`config.mk`:
```
export PLATFORM = sky130hd
export DESIGN_NAME = ray_pixel_scheduler
export DESIGN_NICKNAME = d
export VERILOG_FILES = /design/src/rtl/ray_pixel_scheduler.sv
export SDC_FILE = /design/constraint.sdc
export NUM_CORES = 1
export LEC_CHECK = 0
export ABC_CLOCK_PERIOD_IN_PS = 3500
export CAP_MARGIN = 20
export CORE_UTILIZATION = 45
export DETAILED_ROUTE_END_ITERATION = 7
export MAX_ROUTING_LAYER = met4
export PLACE_DENSITY = 0.59
export SETUP_SLACK_MARGIN = 0.1
export SYNTH_ARGS = -nofsm -noshare
export SYNTH_HDL_FRONTEND = slang
export SYNTH_SLANG_ARGS = --single-unit
export TNS_END_PERCENT = 100
```
`constraint.sdc`:
```
create_clock -name aclk -period 3.5 [get_ports aclk]
set_clock_uncertainty 0.2 [all_clocks]
set_input_delay 0.7 -clock aclk [delete_from_list [all_inputs] [get_ports aclk]]
set_output_delay 0.7 -clock aclk [all_outputs]
set_load 0.01 [all_outputs]
```
`src/rtl/ray_pixel_scheduler.sv`:
```
// Raster-order pixel coordinate issuer with credit-bounded in-flight count and retire-address FIFO.
// First beat 2 cycles after start; beats hold under tready backpressure, issue pauses at MAX_INFLIGHT credits.
module ray_pixel_scheduler #(
  parameter int H_PIXELS     = 320,
  parameter int V_PIXELS     = 180,
  parameter int HW           = 9,
  parameter int VW           = 8,
  parameter int MAX_INFLIGHT = 32,
  parameter int AW           = 17
) (
  input  logic                              aclk,
  input  logic                              aresetn,
  input  logic                              start,
  output logic                              busy,
  output logic                              frame_done,
  output logic [HW+VW-1:0]                  coord_axis_tdata,
  output logic                              coord_axis_tvalid,
  input  logic                              coord_axis_tready,
  input  logic                              retire_valid,
  input  logic                              retire_ready,
  output logic [AW-1:0]                     retire_addr,
  output logic [$clog2(MAX_INFLIGHT+1)-1:0] inflight,
  output logic                              underflow_err
);
  localparam int CW = $clog2(MAX_INFLIGHT + 1);
  localparam int PW = (MAX_INFLIGHT > 1) ? $clog2(MAX_INFLIGHT) : 1;

  typedef enum logic [1:0] {S_IDLE, S_ISSUE, S_DRAIN} state_t;
  typedef struct packed {
    logic [VW-1:0] v;
    logic [HW-1:0] h;
  } coord_t;

  state_t        r_state;
  coord_t        r_coord;
  logic [AW-1:0] r_addr;
  logic          r_tvalid;
  logic          r_busy;
  logic          r_frame_done;
  logic          r_underflow;
  logic [CW-1:0] r_inflight;
  logic [PW-1:0] r_wr_ptr;
  logic [PW-1:0] r_rd_ptr;
  logic [AW-1:0] r_mem [MAX_INFLIGHT];

  logic          w_coord_hs;
  logic          w_retire_hs;
  logic          w_fifo_empty;
  logic          w_pop;
  logic          w_last_h;
  logic          w_last_pix;
  logic [CW-1:0] w_inflight_nxt;

  assign w_coord_hs     = r_tvalid && coord_axis_tready;
  assign w_retire_hs    = retire_valid && retire_ready;
  // The in-flight count doubles as the address FIFO occupancy.
  assign w_fifo_empty   = (r_inflight == '0);
  assign w_pop          = w_retire_hs && !w_fifo_empty;
  assign w_last_h       = (r_coord.h == HW'(H_PIXELS - 1));
  assign w_last_pix     = w_last_h && (r_coord.v == VW'(V_PIXELS - 1));
  assign w_inflight_nxt = r_inflight + CW'(w_coord_hs) - CW'(w_pop);

  always_ff @(posedge aclk or negedge aresetn) begin
    if (!aresetn) begin
      r_state      <= S_IDLE;
      r_coord      <= '0;
      r_addr       <= '0;
      r_tvalid     <= 1'b0;
      r_busy       <= 1'b0;
      r_frame_done <= 1'b0;
      r_underflow  <= 1'b0;
      r_inflight   <= '0;
      r_wr_ptr     <= '0;
      r_rd_ptr     <= '0;
    end else begin
      r_frame_done <= 1'b0;
      r_inflight   <= w_inflight_nxt;
      if (w_retire_hs && w_fifo_empty) r_underflow <= 1'b1;
      if (w_coord_hs) r_wr_ptr <= r_wr_ptr + 1'b1;
      if (w_pop) r_rd_ptr <= r_rd_ptr + 1'b1;

      case (r_state)
        S_IDLE: begin
          // A start coinciding with the frame_done pulse is dropped.
          if (start && !r_frame_done) begin
            r_state <= S_ISSUE;
            r_busy  <= 1'b1;
            r_coord <= '0;
            r_addr  <= '0;
          end
        end
        S_ISSUE: begin
          if (w_coord_hs) begin
            if (w_last_pix) begin
              r_state  <= S_DRAIN;
              r_tvalid <= 1'b0;
              r_coord  <= '0;
              r_addr   <= '0;
            end else begin
              r_addr <= r_addr + 1'b1;
              if (w_last_h) begin
                r_coord.h <= '0;
                r_coord.v <= r_coord.v + 1'b1;
              end else begin
                r_coord.h <= r_coord.h + 1'b1;
              end
              r_tvalid <= (w_inflight_nxt < CW'(MAX_INFLIGHT));
            end
          end else if (!r_tvalid && (r_inflight < CW'(MAX_INFLIGHT))) begin
            r_tvalid <= 1'b1;
          end
        end
        S_DRAIN: begin
          if ((r_inflight == '0) && !w_retire_hs) begin
            r_state      <= S_IDLE;
            r_busy       <= 1'b0;
            r_frame_done <= 1'b1;
          end
        end
        default: r_state <= S_IDLE;
      endcase
    end
  end

  always_ff @(posedge aclk) begin
    if (w_coord_hs) r_mem[r_wr_ptr] <= r_addr;
  end

  assign busy              = r_busy;
  assign frame_done        = r_frame_done;
  assign coord_axis_tdata  = r_coord;
  assign coord_axis_tvalid = r_tvalid;
  assign retire_addr       = w_fifo_empty ? '0 : r_mem[r_rd_ptr];
  assign inflight          = r_inflight;
  assign underflow_err     = r_underflow;
endmodule

```
[Word-level counts from Yosys, hierarchy flattened]
Memories as Yosys holds them, arrays and structs flattened.
Index checks and enable logic that the tools add are counted.
Storage, ports and cells
  register bits: 56
  bits in latches: 0
  bits in writable memories: 544
  memory bits (read-only): 0
  input port bits: 6
  output and inout bits: 44
  word-level logic and storage cells: 77
  memories: 1
Memories
  r_mem: words 32, bits a word 17, read ports 1, clocked after memory_dff 0, write ports 1, RTL line 44  | logic [AW-1:0] r_mem [MAX_INFLIGHT];
Cells by class
  add/sub/neg operators: 7
  $mul: 0
  div/mod/pow operators: 0
  $lt $le $gt $ge: 2
  equality and inequality tests: 9
  shift operators: 0
  mux-type cells: 25
  bitwise operators: 0
  reduce and logical (&&, ||, !) cells: 22
Operator list (count)
  2-to-1 mux 17 bit: 6
  case mux 17 bit (2 select lines): 2
  adder 17 x 1 -> 17 bit, second input constant: 1
  < comparator 6 bit, second input constant: 2
  adder 5 x 1 -> 5 bit, second input constant: 2
  adder 9 x 1 -> 9 bit, second input constant: 1
  == test 9 bit, second input constant: 1
  2-to-1 mux 1 bit: 9
  2-to-1 mux 9 bit: 1
  adder 8 x 1 -> 8 bit, second input constant: 1
  == test 8 bit, second input constant: 1
  logical AND 1 bit: 8
  2-to-1 mux 2 bit: 4
  2-to-1 mux 8 bit: 1
  != test 2 bit, second input constant: 4
  AND reduction 4 bit: 2
  adder 6 x 1 -> 6 bit: 1
  logical NOT 6 bit: 1
  case mux 2 bit (3 select lines): 1
  AND reduction 3 bit: 2
  nonzero test 2 bit: 3
  subtractor 6 x 1 -> 6 bit: 1
  logical NOT 1 bit: 4
  != test 3 bit, second input constant: 1
  5 further kinds: 5

[Depth between registers and ports, before layout]
  depth after elaboration: 7
  depth in mapped cells: 13
  mapped depth without buffers: 12

[Worst setup path after synthesis]
No wires, ideal clock.
  path kind: register -> output
  start: reg r_rd_ptr[0]
  end: out retire_addr[10]
  arrival: 2078 ps
  data required time: 2600 ps
  path slack: 522 ps
  cell stages (with the launch flop): 9
  buffers on the path: 3
  path through: dfrtp_1 -> buf_2 -> buf_1 -> buf_1 -> mux2i_1 -> o22ai_1 -> a211oi_1 -> nand2_1 -> and3_1
Between the ends
  longest elaborated chain between the ends: 2
Ends and longest elaborated chain
  from (decl): RTL line 43  | logic [PW-1:0] r_rd_ptr;
  from (signal assigned): RTL line 80  | if (w_pop) r_rd_ptr <= r_rd_ptr + 1'b1;
  memory (32 x 17 bit)
  2-to-1 mux 17 bit: RTL line 133  | assign retire_addr = w_fifo_empty ? '0 : r_mem[r_rd_ptr];
  to (decl): RTL line 21  | output logic [AW-1:0] retire_addr,
Every way passes these cells.

[Final worst setup path]
  start: reg r_rd_ptr[0]
  end: out retire_addr[15]
Same word-level chain as after synthesis.

==> results.ini <==
[global_route]
overflow = 0
grt_max_degree = 44
grt_pass1_wl_um = 83700
grt_pass1_vias = 13000
antenna_found_initial = 1
grt_use_total_pct = 22.0

[hold_path]
hold-path-cell-count = 1
holdPathEnd = underflow_err
min_from = underflow_err
hp-class = reg2reg

[die]
die_h_um = 232
core_mm2 = 0.0517
dieArea_mm2 = 0.0537
start_util_pct = 45.9
io_pins = 50
fp.dieW_um = 232
rows = 83

[route]
first_iter_violations = 1212
routedWlPerCell_um = 25.4
firstDrtPassIters = 5
avgViaCountPerCell = 5.77
vias = 12700
drc_errors = 0
drt-total-wl_um = 55900
ant_nets = 0

[critical_path]
endpoint_kind = output port
slowest_delay_ns = 0.51
crit_fanout = 5
rr_startpoint = inflight[2]
r2r_slack_ns = 0.77
rr_worst_depth = 12
cp_cell_sequence = buf_12 > buf_8 > buf_12 > buf_12 > mux4_2 > a211oi_2 > nand2_2 > and3_4 > buf_6
slowest_stage = dfrtp_4
crit_arrival_ns = 2.78
start_kind = flop
path_common_cell = buf_12
crit_type = reg2out
crit_required_ns = 2.60
rr_endpoint = coord_axis_tvalid
critical_path_buf_inv_count = 5
critPathTopFamily = buffers and inverters

[clock_network]
cts_max_path_buffers = 3
cts_buffers = 60
insertion_delay_ns = 0.63
htree_num_levels = 2
cts_sinks = 600
clk_pin_slew_ns = 0.06
cts_tree = built
cts_root_buf = clkbuf_16

[power_and_ir_drop]
power_mw = 23.2
ir_drop_mv = 0.444
p_int_mw = 16.1
p_comb_share_pct = 35.0
pwr-share-clk_pct = 26.8
power.density_mw_per_mm2 = 815
leakagePower_nw = 9.91
power.share.switching_pct = 30.9
switchingPower_mw = 7.17
seq_power_share_pct = 38.2

[synth]
syn_area_mm2 = 0.0237
ys_warn_count = 0
async_flop_share_pct = 9.33
synth_most_common_cell = edfxtp_1
postSynthCellCount = 1288
synth_top_area_share_pct = 68.8
ys_seq_elements = 600
synth_commonest_cells = edfxtp_1 (544), mux4_2 (102), mux2i_1 (73), nand2_1 (73), dfrtp_1 (56)
yosysTopAreaCell = edfxtp_1
synth_seq_area_share_pct = 74.7
ys_top_cells_by_area = edfxtp_1 (69%), mux4_2 (9.7%), dfrtp_1 (5.9%), mux2i_1 (3.1%), nand2_1 (1.2%)
yosys_most_used_dff = edfxtp_1
synth_edf_count = 544
syn-num-nets = 1311
syn_area_per_cell_um2 = 18.4
ys_types = 57

[run]
maxCapViolCount = 0

[placed_design]
place_inst = 2063
io_buffer_count = 49
placed_area_mm2 = 0.0259
routabilityCongestion = 0.764
dp_hpwl_um = 32200

[outcome]
status = finished with violations
failed_checks = negative setup slack

[layout]
final_util_pct = 55.2
drive_above_1_share_pct = 28.7
stdcell_area_mm2 = 0.0285
stdcell_count = 2202
area_delta_synth_final_pct = 20.1
final_nets = 1498

[timing]
min_period_ns = 3.68
setup_slack_ns = -0.176
worst_pin_slew_ns = 0.976
fin_tns_setup_ns = -2.18
finalMaxSlewViolations = 0
min_period_over_period_pct = 105
fmax_mhz = 272
hold_viol = 0
rsz0062_at_grt = true
max_slew_margin_pct = 34.9
final-setup-viol-count = 17

-- registers in the layout (all words and copies together), names as in the netlist --
name,flops
coord_axis_tdata,17
r_rd_ptr,5
frame_done,1
r_mem,544
r_addr,17
r_wr_ptr,5
busy,1
inflight,6
underflow_err,1
coord_axis_tvalid,1
r_state,2
-- metal layers --
metal,track usage (%),up-vias,wire length (um)
met5,-,-,0
met4,5.39,0,1130
met3,4.06,67,3990
met2,33.2,440,26000
met1,31.1,6640,24700
li1,-,5567,-
-- how the worst max path moves through the flow --
stage                           start         endpoint  depth (start not counted)
after floorplan           r_rd_ptr[0]  retire_addr[10]                          8
after global placement    r_rd_ptr[0]   retire_addr[9]                          8
after detailed placement  r_rd_ptr[0]   retire_addr[9]                          8
after CTS                 r_rd_ptr[0]  retire_addr[15]                          9
after global routing      r_rd_ptr[0]   retire_addr[8]                          8
final                     r_rd_ptr[0]  retire_addr[15]                          9
-- logic make-up (layout without fill, tap and decap cells) --
| family | Yosys count | after routing | share of synthesized area [%] |
|---|---|---|---|
| AO/OA/AOI/OAI | 163 | 163 | 4.74 |
| XOR/XNOR | 16 | 16 | 0.590 |
| adder cells (fa/ha/maj) | 17 | 17 | 0.927 |
| buffers and inverters | 82 | 314 | 1.36 |
| flip-flops | 600 | 600 | 74.7 |
| multiplexers | 176 | 176 | 12.8 |
| other | 0 | 2 | 0 |
| AND/OR/NAND/NOR | 234 | 234 | 4.88 |
-- through the flow --
stage,hold slack [ns],setup WS [ns]
after global routing,0.302,-0.244
after detailed placement,0.269,-0.0132
after global placement,0.266,0.0115
final,0.282,-0.176
after floorplan,0.204,0.522
after CTS,0.288,-0.227
-- repair_timing --
item,CTS,global route
cloned,4,0
pin swaps,42,15
setup buffers,24,5
resized for setup,144,30
setup endpoints to repair,17,17
hold buffers,1,0
endpoints found under the hold margin,13,0
-- power by group through the flow --
stage,logic [mW],registers [mW],clock network (mW)
final,8.13,8.88,6.23
after global routing,8.64,8.93,6.60
after CTS,8.02,8.88,6.35
after detailed placement,7.09,9.04,0
after global placement,7.02,9.02,0
after floorplan,3.82,9.06,0
-- layout by cell type (no fill, tap or decap), drive strengths merged, types with 16 or more instances in the layout --
cell           netlist  layout
edfxtp             544     544
buf                 25     159
mux4               102     102
clkbuf              43      80
mux2i               73      73
nand2               73      73
dfrtp               56      56
nor2                53      53
a22oi               34      34
clkdlybuf4s50        0      31
a21oi               30      30
and3                26      26
nand3               20      20
o21ai               19      19
clkinv               0      19
o221ai              18      18
o22ai               17      17
a211oi              17      17
ha                  16      16
-- cell type report --
type,instances,area [um2]
Antenna cell,2,5.00
Clock buffer,80,1630
Clock inverter,27,269
Fill cell,3980,23200
Inverter,14,52.6
Multi-Input combinational cell,606,6030
Sequential cell,600,17700
Tap cell,680,851
Timing Repair Buffer,193,1950
-- worst register-to-register path: cells and delay by family, from the launching register on --
kind                       cells  cell delay, ns
AOI/OAI and AO/OA              3            0.64
adders and majority gates      3            0.62
and+or+nand+nor                3            0.46
DFF                            1            0.40
muxes                          1            0.17
buffers and inverters          2            0.14
Note: power is estimated with default switching activity, not from simulation.
